[config.mk]
export PLATFORM = sky130hd
export DESIGN_NAME = rf_write_arbiter
export DESIGN_NICKNAME = d
export VERILOG_FILES = /design/src/rtl/rf_pkg.sv /design/src/rtl/rr_arbiter.sv /design/src/rtl/rf_write_arbiter.sv
export SDC_FILE = /design/constraint.sdc
export NUM_CORES = 1
export LEC_CHECK = 0
export CORE_ASPECT_RATIO = 0.75
export CORE_UTILIZATION = 35
export CTS_CLUSTER_DIAMETER = 100
export DETAILED_ROUTE_END_ITERATION = 8
export PLACE_DENSITY_LB_ADDON = 0.15
export SYNTH_ARGS = -nofsm -noshare
export SYNTH_HDL_FRONTEND = slang
export SYNTH_SLANG_ARGS = --single-unit
[constraint.sdc]
create_clock -name clk -period 2.26 [get_ports clk]
set_input_delay 0.452 -clock clk [delete_from_list [all_inputs] [get_ports clk]]
set_output_delay 0.452 -clock clk [all_outputs]
set_load 0.005 [all_outputs]
[src/rtl/rf_pkg.sv]
// Shared types and sizes for the register-file write arbiter and its arbitration helper.
package rf_pkg;

  localparam int unsigned RF_ADDR_W   = 6;
  localparam int unsigned RF_DATA_W   = 64;
  localparam int unsigned RF_NUM_REGS = 64;

  typedef enum logic [1:0] {
    RFA_INIT,
    RFA_SWEEP,
    RFA_RUN
  } rfa_state_e;

endpackage

[src/rtl/rr_arbiter.sv]
// Combinational round-robin arbiter: first asserted request at or above the pointer, wrapping.
module rr_arbiter #(
  parameter int unsigned N    = 3,
  parameter int unsigned PtrW = (N > 1) ? $clog2(N) : 1
) (
  input  logic [N-1:0]    req_i,
  input  logic [PtrW-1:0] pointer_i,
  input  logic            enable_i,
  output logic [N-1:0]    grant_o,
  output logic [PtrW-1:0] grant_idx_o,
  output logic            grant_valid_o
);

  int unsigned cand;

  always_comb begin
    grant_o       = '0;
    grant_idx_o   = '0;
    grant_valid_o = 1'b0;
    cand          = 0;
    for (int unsigned k = 0; k < N; k++) begin
      cand = (32'(pointer_i) + k) % N;
      if (enable_i && !grant_valid_o && req_i[cand]) begin
        grant_valid_o = 1'b1;
        grant_o[cand] = 1'b1;
        grant_idx_o   = PtrW'(cand);
      end
    end
  end

endmodule

[src/rtl/rf_write_arbiter.sv]
// Owns the register-file write port: zero-sweeps after reset or clear, then round-robins
// the write requesters with a registered one-cycle write.
module rf_write_arbiter
  import rf_pkg::*;
#(
  parameter int unsigned NUM_REQ  = 3,
  parameter int unsigned ADDR_W   = RF_ADDR_W,
  parameter int unsigned DATA_W   = RF_DATA_W,
  parameter int unsigned NUM_REGS = RF_NUM_REGS
) (
  input  logic                      clk,
  input  logic                      reset_n,
  input  logic                      clear_req,
  input  logic [NUM_REQ-1:0]        req_valid,
  input  logic [NUM_REQ*ADDR_W-1:0] req_addr,
  input  logic [NUM_REQ*DATA_W-1:0] req_data,
  output logic [NUM_REQ-1:0]        req_ready,
  output logic                      write_en,
  output logic [ADDR_W-1:0]         waddr,
  output logic [DATA_W-1:0]         wdata,
  output logic                      init_done
);

  localparam int unsigned PtrW = (NUM_REQ > 1) ? $clog2(NUM_REQ) : 1;
  localparam logic [ADDR_W-1:0] LastAddr = ADDR_W'(NUM_REGS - 1);
  localparam logic [PtrW-1:0]   LastReq  = PtrW'(NUM_REQ - 1);

  rfa_state_e          state_q, state_d;
  logic [ADDR_W-1:0]   cnt_q, cnt_d;
  logic [PtrW-1:0]     ptr_q, ptr_d;
  logic                write_en_q, write_en_d;
  logic [ADDR_W-1:0]   waddr_q, waddr_d;
  logic [DATA_W-1:0]   wdata_q, wdata_d;

  logic                arb_en;
  logic [NUM_REQ-1:0]  grant;
  logic [PtrW-1:0]     gnt_idx;
  logic                gnt_any;
  logic [ADDR_W-1:0]   addr_arr [NUM_REQ];
  logic [DATA_W-1:0]   data_arr [NUM_REQ];

  always_comb begin
    for (int unsigned i = 0; i < NUM_REQ; i++) begin
      addr_arr[i] = req_addr[i*ADDR_W +: ADDR_W];
      data_arr[i] = req_data[i*DATA_W +: DATA_W];
    end
  end

  // A clear in RUN suppresses every grant in that same cycle.
  assign arb_en = (state_q == RFA_RUN) && !clear_req;

  rr_arbiter #(
    .N   (NUM_REQ),
    .PtrW(PtrW)
  ) u_rr_arbiter (
    .req_i        (req_valid),
    .pointer_i    (ptr_q),
    .enable_i     (arb_en),
    .grant_o      (grant),
    .grant_idx_o  (gnt_idx),
    .grant_valid_o(gnt_any)
  );

  always_comb begin
    state_d    = state_q;
    cnt_d      = cnt_q;
    ptr_d      = ptr_q;
    write_en_d = 1'b0;
    waddr_d    = waddr_q;
    wdata_d    = wdata_q;
    unique case (state_q)
      RFA_INIT: begin
        state_d = RFA_SWEEP;
      end
      RFA_SWEEP: begin
        write_en_d = 1'b1;
        waddr_d    = cnt_q;
        wdata_d    = '0;
        if (cnt_q == LastAddr) begin
          cnt_d   = '0;
          state_d = RFA_RUN;
        end else begin
          cnt_d = cnt_q + 1'b1;
        end
      end
      RFA_RUN: begin
        if (clear_req) begin
          state_d = RFA_SWEEP;
          cnt_d   = '0;
        end else if (gnt_any) begin
          write_en_d = 1'b1;
          waddr_d    = addr_arr[gnt_idx];
          wdata_d    = data_arr[gnt_idx];
          ptr_d      = (gnt_idx == LastReq) ? '0 : gnt_idx + 1'b1;
        end
      end
      default: begin
        state_d = RFA_INIT;
      end
    endcase
  end

  always_ff @(posedge clk or negedge reset_n) begin
    if (!reset_n) begin
      state_q    <= RFA_INIT;
      cnt_q      <= '0;
      ptr_q      <= '0;
      write_en_q <= 1'b0;
      waddr_q    <= '0;
      wdata_q    <= '0;
    end else begin
      state_q    <= state_d;
      cnt_q      <= cnt_d;
      ptr_q      <= ptr_d;
      write_en_q <= write_en_d;
      waddr_q    <= waddr_d;
      wdata_q    <= wdata_d;
    end
  end

  assign req_ready = grant;
  assign write_en  = write_en_q;
  assign waddr     = waddr_q;
  assign wdata     = wdata_q;
  assign init_done = (state_q == RFA_RUN);

endmodule

==> impl_results.md <==
- Outcome: finished with violations
- Failing checks: negative setup slack
- Crit. Startpoint: req_valid[0]
- Post-synthesis cell type count: 48
- Initial core utilization: 36.6%
- Cts bufs inserted: 9
- All-Layer GR Usage: 34.0%
- PD cells: 594 mW/mm^2
- Post-synth top area cell: dfrtp_1
- Core box area: 0.0140 sq mm
- Syn_area_per_cell: 7.76 sq um
- Die height: 107 um
- Maxcap violations: 0
- Layout cells sized above 1: 37.7%
- # DRC: 0
- Fin. max-slew vios: 0
- Commonest non-fill, non-tap cells in the layout: clkdlybuf4s50_1 (285), nand2_1 (149), dfrtp_1 (81)
- Global-route wire length before repair: 39.0 mm
- Buffers added on ports: 290
- Leak pwr: 0.00531 uW
- Post-Syn Nets: 886
- Post-synthesis xor/xnor area fraction: 0.341%
- Worst hold slack: 0.0910 ns
- Layout Nets: 1282
- Switch share: 34.7%
- Proportion of synthesized area in mux cells: 0.877%
- DRT Wirelength: 30.0 mm
- Path depth of the worst reg2reg path: 13
- Vias: 7293
- Setup Viol. Count Final: 76
- Design Area, Final: 0.0120 sq mm
- IO Count: 291
- Worst reg2reg setup slack: -0.47 ns
- Via-per-instance ratio: 5.80
- Vias in the first global route: 7093
- DRT iter0 DRCs: 526
- Clk buf depth: 2
- DIE AREA: 0.0152 sq mm
- Pre-antenna DRT Iters: 6
- Kind of critical path: in -> out
- Worst Max-Slew Pin Slew: 0.542 ns
- Post-Syn Area: 0.00514 sq mm
- YS warnings: 0
- Power Internal: 4670 uW
- CTS tree: yes
- Hold WC Path Type: in -> async
- Core Rows: 37
- Reg2reg start: ptr_q[0]
- NetSw: 2480 uW
- Synthesized instance count: 662
- FF-to-FF End: wdata[2]
- RSZ-0062 raised after global routing: yes
- Setup WS post-layout: -0.506 ns
- #FFs+latches synth: 81
- Clock share of power: 22.2%
- Share of the synthesized area in the top cell type: 39.5%
- DR WL/cell: 23.9 um
- Crit. End Element: primary output
- Clk_lat worst skew: 0.33 ns
- Hpwl dp: 14.1 mm
- Arr. time, crit path: 2.31 ns
- Critical path launch point type: input pin
- Critical Path Fanout Max: 6
- Post-DRT Antenna Nets: 0
- Worst clock skew: 0.00725 ns
- Fmax: 0.362 GHz
- CTS clk-pin slew, worst paths: 0.06 ns
- Min cycle time layout: 2.77 ns
- Die Wd: 142 um
- Top FF cell, synth: dfrtp_1
- Flop pwr share: 23.9%
- Asr flop ratio synth: 100%
- Logic pwr share: 54.0%
- Commonest non-fill, non-tap cell in the layout: clkdlybuf4s50_1
- Main combinational cell family by area after synthesis: simple AND/OR/NAND/NOR gates
- Complex-gate fraction of the synthesized area: 19.5%
- Initial antenna violation count: 0
- Gr ovfl total: 0
- Largest net degree at the start of global routing: 45
- Number of diodes: 0
- Post-synthesis sequential area ratio: 39.5%
- Period utilisation layout: 122%
- Slew headroom: 63.9%
- Final Wtd Congestion: 0.888
- Final Util: 85.7%
- Worst slack, placed: -0.737 ns
- Simple-gate share of the synthesized area: 31.3%
- Layout area overhead: 134%
- Synth area leaders: dfrtp_1 (39%), nand2_1 (16%), o31ai_1 (9.1%)
- CTS Root Cell: clkbuf_16
- Post-synth EDFFs: 0
- Placed Area: 0.00858 sq mm
- # clock sinks: 81
- Peak supply drop: 0.452 mV
- Worst Path Required: 1.81 ns
- H-tree Lvls: 3
- Post-synthesis adder-cell area fraction: 1.95%
- Final Hold Viols: 0
## registers in the layout, indices dropped and copies added (netlist names)
name	flops
wdata	64
cnt_q	6
waddr	6
ptr_q	2
state_q	2
write_en	1
## cells by family after synthesis
logic type	Yosys count
DFF	81
xor gates and xnor gates	2
buffers and inverters	65
adders and majority gates	8
AOI/OAI and AO/OA	130
muxes	4
and+or+nand+nor	372
## metal layers
metal	vias up	wire length [um]	GRT usage, %
met5	-	0	0
met4	0	1500	14.6
met3	154	2600	7.59
met2	502	14600	59.3
met1	3556	11300	40.4
li1	3081	-	-
## Yosys cell counts, types with 2 or more instances
master and instances:
inv_1 12, ha_1 8, o21ai_0 12, o21a_1 6, o22ai_1 3, nor2_1 70
nor3_1 3, a21o_1 4, a21oi_1 12, nand2_1 219, nand3b_1 2, o2111ai_1 6
a31oi_1 3, o31ai_1 62, a21boi_0 2, nor3b_1 3, inv_2 2, and3_1 65
mux2i_1 2, clkbuf_1 25, buf_6 7, nand2b_1 4, buf_4 7, dfrtp_1 81
a32o_1 7, buf_2 11, o31ai_2 3
## power groups by stage
stage	logic (uW)	clock network, uW	registers (uW)
floorplan	880	0	1700
global placement	1840	0	1710
detailed placement	1890	0	1720
CTS	3610	1600	1690
global route	3980	1660	1710
finish	3860	1580	1710
## worst max-delay path, stage by stage
cell	delay (ns)
clkdlybuf4s50_1	0.48
buf_4	0.23
a2111oi_4	0.46
buf_4	0.18
a21o_1	0.14
a21oi_2	0.09
o21ai_2	0.13
buf_2	0.14
## cell type report
cell class,instances,area [sq um]
clock buffer,11,233
clock inverter,5,80.1
fill,687,2010
inverter,14,57.6
multi-input combinational,516,4210
sequential,81,2030
tap,195,244
timing repair buffer,436,5170
## through the flow
step	power [uW]	cells	TNS (ns)
after global routing	7350	1258	-33.40
after CTS	6910	1247	-17.92
after detailed placement	3600	1146	-35.60
after floorplan	2580	662	-2.22
after global placement	3540	1146	-33.97
final	7150	1258	-27.89
## worst max path at each step
| stage | to | slack (ns) | cells past startpoint |
|---|---|---|---|
| floorplan | wdata[30] | -0.04 | 10 |
| global placement | req_ready[0] | -0.62 | 7 |
| detailed placement | req_ready[0] | -0.74 | 7 |
| CTS | req_ready[0] | -0.31 | 10 |
| global route | req_ready[1] | -0.57 | 9 |
| finish | req_ready[1] | -0.51 | 8 |
## what timing repair did
item	4_1_cts	5_1_grt
setup endpoints to repair	76	77
pin swaps	113	69
gates resized for setup	268	135
setup buffers	59	14
hold buffers	0	0
gates cloned	29	8
Note: power is estimated with default switching activity, not from simulation.
